--- src/rtl/serial_word_shifter_pkg.sv ---
// Shared types and constants for serial_word_shifter and its holding buffer.
package serial_word_shifter_pkg;

  typedef enum logic [1:0] {
    IDLE  = 2'd0,
    SHIFT = 2'd1,
    PAR   = 2'd2
  } state_t;

  localparam logic IDLE_BIT_DEFAULT = 1'b0;

  function automatic int cnt_width(input int width);
    return $clog2(width + 32'sd1);
  endfunction

endpackage

--- src/rtl/swsh_hold_buf.sv ---
// One-word holding buffer with its full flag and the registered in_ready.
module swsh_hold_buf
  import serial_word_shifter_pkg::*;
#(
  parameter int WIDTH = 8
) (
  input  logic             clock,
  input  logic             reset,
  input  logic             in_valid,
  input  logic [WIDTH-1:0] in_data,
  input  logic             consume,
  input  logic             bypass,
  output logic             full,
  output logic [WIDTH-1:0] data,
  output logic             in_ready
);

  logic             full_r;
  logic             in_ready_r;
  logic [WIDTH-1:0] data_r;
  logic             write_s;
  logic             full_next_s;

  // Next occupancy: a word taken straight into the shift register bypasses the buffer.
  always_comb begin
    write_s = in_valid & in_ready_r & ~bypass;
    if (consume) begin
      full_next_s = 1'b0;
    end else if (write_s) begin
      full_next_s = 1'b1;
    end else begin
      full_next_s = full_r;
    end
  end

  // Buffer storage and ready flag; in_ready reflects the occupancy after this edge.
  always_ff @(posedge clock) begin
    if (!reset) begin
      full_r     <= 1'b0;
      in_ready_r <= 1'b0;
      data_r     <= '0;
    end else begin
      full_r     <= full_next_s;
      in_ready_r <= ~full_next_s;
      if (write_s) begin
        data_r <= in_data;
      end else begin
        data_r <= data_r;
      end
    end
  end

  assign full     = full_r;
  assign data     = data_r;
  assign in_ready = in_ready_r;

endmodule

--- src/rtl/serial_word_shifter.sv ---
// Parallel-to-serial front end: MSB-first words on dataout with a one-word holding buffer.
// Optional trailing even-parity bit when SERIAL_WORD_SHIFTER_PARITY_EN is defined.
module serial_word_shifter
  import serial_word_shifter_pkg::*;
#(
  parameter int   WIDTH    = 8,
  parameter logic IDLE_BIT = IDLE_BIT_DEFAULT
) (
  input  logic             clock,
  input  logic             reset,
  input  logic             in_valid,
  input  logic [WIDTH-1:0] in_data,
  output logic             in_ready,
  output logic             dataout,
  output logic             bit_valid,
  output logic             word_start,
  output logic             busy
);

  localparam int            CW       = cnt_width(WIDTH);
  localparam logic [CW-1:0] LAST_CNT = CW'(WIDTH - 32'sd1);

  state_t           state_r;
  logic [WIDTH-1:0] shreg_r;
  logic [CW-1:0]    cnt_r;
  logic             dataout_r;
  logic             bit_valid_r;
  logic             word_start_r;
  logic             busy_r;

  logic             hold_full_s;
  logic [WIDTH-1:0] hold_data_s;
  logic             in_ready_s;
  logic             xfer_s;
  logic             next_word_s;
  logic             pop_s;
  logic             load_direct_s;
  logic             load_s;
  logic [WIDTH-1:0] load_word_s;

`ifdef SERIAL_WORD_SHIFTER_PARITY_EN
  logic             parity_r;

  function automatic logic even_parity(input logic [WIDTH-1:0] word);
    return ^word;
  endfunction
`endif

  swsh_hold_buf #(
    .WIDTH(WIDTH)
  ) u_hold_buf (
    .clock    (clock),
    .reset    (reset),
    .in_valid (in_valid),
    .in_data  (in_data),
    .consume  (pop_s),
    .bypass   (load_direct_s),
    .full     (hold_full_s),
    .data     (hold_data_s),
    .in_ready (in_ready_s)
  );

  // Decide whether the shift register takes a new word at this edge, and from where.
  always_comb begin
    xfer_s      = in_valid & in_ready_s;
    next_word_s = 1'b0;
    case (state_r)
      IDLE:    next_word_s = 1'b1;
`ifdef SERIAL_WORD_SHIFTER_PARITY_EN
      SHIFT:   next_word_s = 1'b0;
      PAR:     next_word_s = 1'b1;
`else
      SHIFT:   next_word_s = (cnt_r == LAST_CNT);
`endif
      default: next_word_s = 1'b1;
    endcase
    pop_s         = next_word_s & hold_full_s;
    load_direct_s = next_word_s & ~hold_full_s & xfer_s;
    load_s        = pop_s | load_direct_s;
    if (pop_s) begin
      load_word_s = hold_data_s;
    end else begin
      load_word_s = in_data;
    end
  end

  // FSM, shift register and bit counter; the MSB of a new word goes straight to dataout_r.
  always_ff @(posedge clock) begin
    if (!reset) begin
      state_r      <= IDLE;
      shreg_r      <= '0;
      cnt_r        <= '0;
      dataout_r    <= IDLE_BIT;
      bit_valid_r  <= 1'b0;
      word_start_r <= 1'b0;
      busy_r       <= 1'b0;
`ifdef SERIAL_WORD_SHIFTER_PARITY_EN
      parity_r     <= 1'b0;
`endif
    end else if (load_s) begin
      state_r      <= SHIFT;
      shreg_r      <= {load_word_s[WIDTH-2:0], 1'b0};
      cnt_r        <= '0;
      dataout_r    <= load_word_s[WIDTH-1];
      bit_valid_r  <= 1'b1;
      word_start_r <= 1'b1;
      busy_r       <= 1'b1;
`ifdef SERIAL_WORD_SHIFTER_PARITY_EN
      parity_r     <= even_parity(load_word_s);
`endif
    end else begin
      case (state_r)
        SHIFT: begin
          if (cnt_r != LAST_CNT) begin
            shreg_r      <= {shreg_r[WIDTH-2:0], 1'b0};
            cnt_r        <= cnt_r + CW'(1'b1);
            dataout_r    <= shreg_r[WIDTH-1];
            bit_valid_r  <= 1'b1;
            word_start_r <= 1'b0;
            busy_r       <= 1'b1;
          end else begin
`ifdef SERIAL_WORD_SHIFTER_PARITY_EN
            state_r      <= PAR;
            dataout_r    <= parity_r;
            bit_valid_r  <= 1'b1;
            word_start_r <= 1'b0;
            busy_r       <= 1'b1;
`else
            state_r      <= IDLE;
            dataout_r    <= IDLE_BIT;
            bit_valid_r  <= 1'b0;
            word_start_r <= 1'b0;
            busy_r       <= 1'b0;
`endif
          end
        end
        default: begin
          state_r      <= IDLE;
          dataout_r    <= IDLE_BIT;
          bit_valid_r  <= 1'b0;
          word_start_r <= 1'b0;
          busy_r       <= 1'b0;
        end
      endcase
    end
  end

  assign in_ready   = in_ready_s;
  assign dataout    = dataout_r;
  assign bit_valid  = bit_valid_r;
  assign word_start = word_start_r;
  assign busy       = busy_r;

endmodule

--- config.mk ---
export PLATFORM = sky130hd
export DESIGN_NAME = serial_word_shifter
export DESIGN_NICKNAME = d
export VERILOG_FILES = /design/src/rtl/serial_word_shifter_pkg.sv /design/src/rtl/swsh_hold_buf.sv /design/src/rtl/serial_word_shifter.sv
export SDC_FILE = /design/constraint.sdc
export NUM_CORES = 1
export LEC_CHECK = 0
export ABC_AREA = 1
export CAP_MARGIN = 30
export CORE_UTILIZATION = 40
export CTS_CLUSTER_DIAMETER = 30
export DETAILED_ROUTE_END_ITERATION = 8
export PLACE_DENSITY = 0.59
export SYNTH_ARGS = -nofsm -noshare
export SYNTH_HDL_FRONTEND = slang
export SYNTH_SLANG_ARGS = --single-unit
export TNS_END_PERCENT = 1
--- constraint.sdc ---
create_clock -name clock -period 2.8 [get_ports clock]
set_clock_uncertainty 0.05 [all_clocks]
set_input_delay 0.56 -clock clock [delete_from_list [all_inputs] [get_ports clock]]
set_output_delay 0.56 -clock clock [all_outputs]
set_load 0.02 [all_outputs]
==> run metrics <==
run status=complete, no violations; post-CTS setup buffer count=0; Antenna diodes=0; Finished Layout Cells=198; dpl cells=194; Area growth, synth to finish=17.2%; Worst-Skew Late Latency=0.30 ns; Slowest-stage cell, CP=clkdlybuf4s50_1; family with the most delay on the worst path=buffers and inverters; Buf/Inv on CP=1; instance count on the critical path=1; Fill cells=274; vias in the first global route=824; met1 usage=0.239; initial DRC count=16; Post-Syn Area per Cell=7.22 sq um; CP endpoint kind=output port; RSZ-0062 raised after global routing=no; share of the synthesized area in the top cell type=0.453; antenna viol nets, final=0; GR Layer Usage met2=0.256; Worst EP arrival=1.26 ns; Core ar.=2540 sq um; critical path class=register to output port; Top Usage Layer GRT=met2; min Tclk post-route=1.87 ns; Routed WL=2040 um; Die H=54.6 um; final net count=181; via count=934; Setup TNS=0 ns; worst path cell trace=clkdlybuf4s50_1; Yosys reg bits=25; Syn Nets=165; first-pass GRT wire length=3560 um; cell area power density=507 nW/um^2; Yosys cell types=23; CP required=2.19 ns; top_reg_cell synth=dfxtp_1; Startpoint Class=register; placer congestion estimate=0.746; CTS tree=built; pin count of the biggest net entering global routing=19; maximum vdd drop=0.000257 V; Post-synth EDFFs=0; Worst Hold Path Cells=2; Final Max Tran Viols=0; final worst path period share=0.667; Setup WS pre-CTS=0.813 ns; Pre-Repair DR Iteration Count=4; Post-Syn Area=1100 sq um; Total GRT Usage=0.169; Hold Crit Class=register to register; share of cells above drive strength 1=0.101; I/O pin count=16; post-synthesis sequential area ratio=0.453; crit path max fanout=2; Leak=0.550 nW; R2R depth=8; initial core utilization=0.434; final hold viol count=0; antenna violations before repair=0; Routed WL per cell=10.3 um; commonest non-fill, non-tap cell in the layout=nor2_1; commonest non-fill, non-tap cells in the layout=nor2_1, nand2_1, dfxtp_1; root buffer cell=clkbuf_4; Yosys Warn Count=0; # hold bufs at CTS=0; setup ws final=0.932 ns; synth top area cells=dfxtp_1, nor2_1, nand2_1; Worst-Margin Slew=0.559 ns; asr flop ratio synth=0; maximum capacitance violations=0; total clock sinks=25; fmax=0.535 GHz; clock-pin slew on the worst setup and hold paths=0.13 ns; Clock Tree Buf Depth=2; # H-tree levels=1; GR Util met3=0.0250; Buffers on Ports=15; DRC viols=0; max_slew headroom=0.626; Overflow after GRT=0; DP Wirelength=1510 um; post-CTS sizing=0; Synth area leader=dfxtp_1; DIE WIDTH=54.6 um; Core Rows=18; Die ar.=2980 sq um; total CTS buffers=3; crit-path max cell delay=0.60 ns; Syn Inst Count=153; endpoints failing setup=0; vias per cell=4.72
[metrics by stage]
step / util / power, W / hold slack [ns] / cell area (sq um)
final: 0.509 / 0.000656 / 0.424 / 1290
after global routing: 0.509 / 0.000705 / 0.460 / 1290
after CTS: 0.509 / 0.000669 / 0.423 / 1290
after detailed placement: 0.499 / 0.000511 / 0.405 / 1270
after global placement: 0.499 / 0.000510 / 0.401 / 1270
after floorplan: - / 0.000474 / 0.389 / 1100
[state kept, by name, summed over array words and instances (netlist names)]
name / cells
u_hold_buf.in_ready: 1
dataout: 1
busy: 1
state_r: 1
cnt_r: 4
word_start: 1
u_hold_buf.full: 1
shreg_r: 7
u_hold_buf.data: 8
[logic make-up (layout without fill, tap and decap cells)]
family,count (synthesis),count (layout),synth area share
AND/OR/NAND/NOR,79,79,0.331
flip-flops,25,25,0.453
buffers and inverters,25,40,0.0940
AO/OA/AOI/OAI,22,22,0.103
adder cells (fa/ha/maj),1,1,0.0113
XOR/XNOR,1,1,0.00793
[power breakdown]
part           leakage, nW  total (W)  internal [W]  switching [W]
Sequential           0.205   0.000387      0.000378     0.00000949
Combinational        0.330   0.000115     0.0000496      0.0000653
Clock               0.0150   0.000154     0.0000555      0.0000985
Total                0.550   0.000656      0.000483       0.000173
[synth_stat cells, drive strengths merged, types with 3 or more instances]
master / count
or2: 4
buf: 3
nand3: 14
a21oi: 9
nor2: 29
dfxtp: 25
nand2: 29
o21ai: 12
inv: 20
[cell type report]
type                            instances  area (sq um)  share of cell area
Tap cell                               30          37.5              0.0290
Timing Repair Buffer                   15           150               0.116
Inverter                               21          80.1              0.0618
Sequential cell                        25           500               0.386
Clock buffer                            4          26.3              0.0203
Multi-Input combinational cell        103           500               0.386
[final timing paths]
kind / startpoint / to / slack, ns
max: u_hold_buf.in_ready / in_ready / 0.93
min: shreg_r[1] / shreg_r[1] / 0.42
max reg2reg: cnt_r[0] / shreg_r[7] / 1.24
min reg2reg: shreg_r[1] / shreg_r[1] / 0.42
[layer usage]
layer | vias up | routed length [um]
li1 | 509 | -
met1 | 409 | 1040
met2 | 14 | 914
met3 | 2 | 63
met4 | 0 | 15
met5 | - | 0
Power figures use the tool's default switching activity.
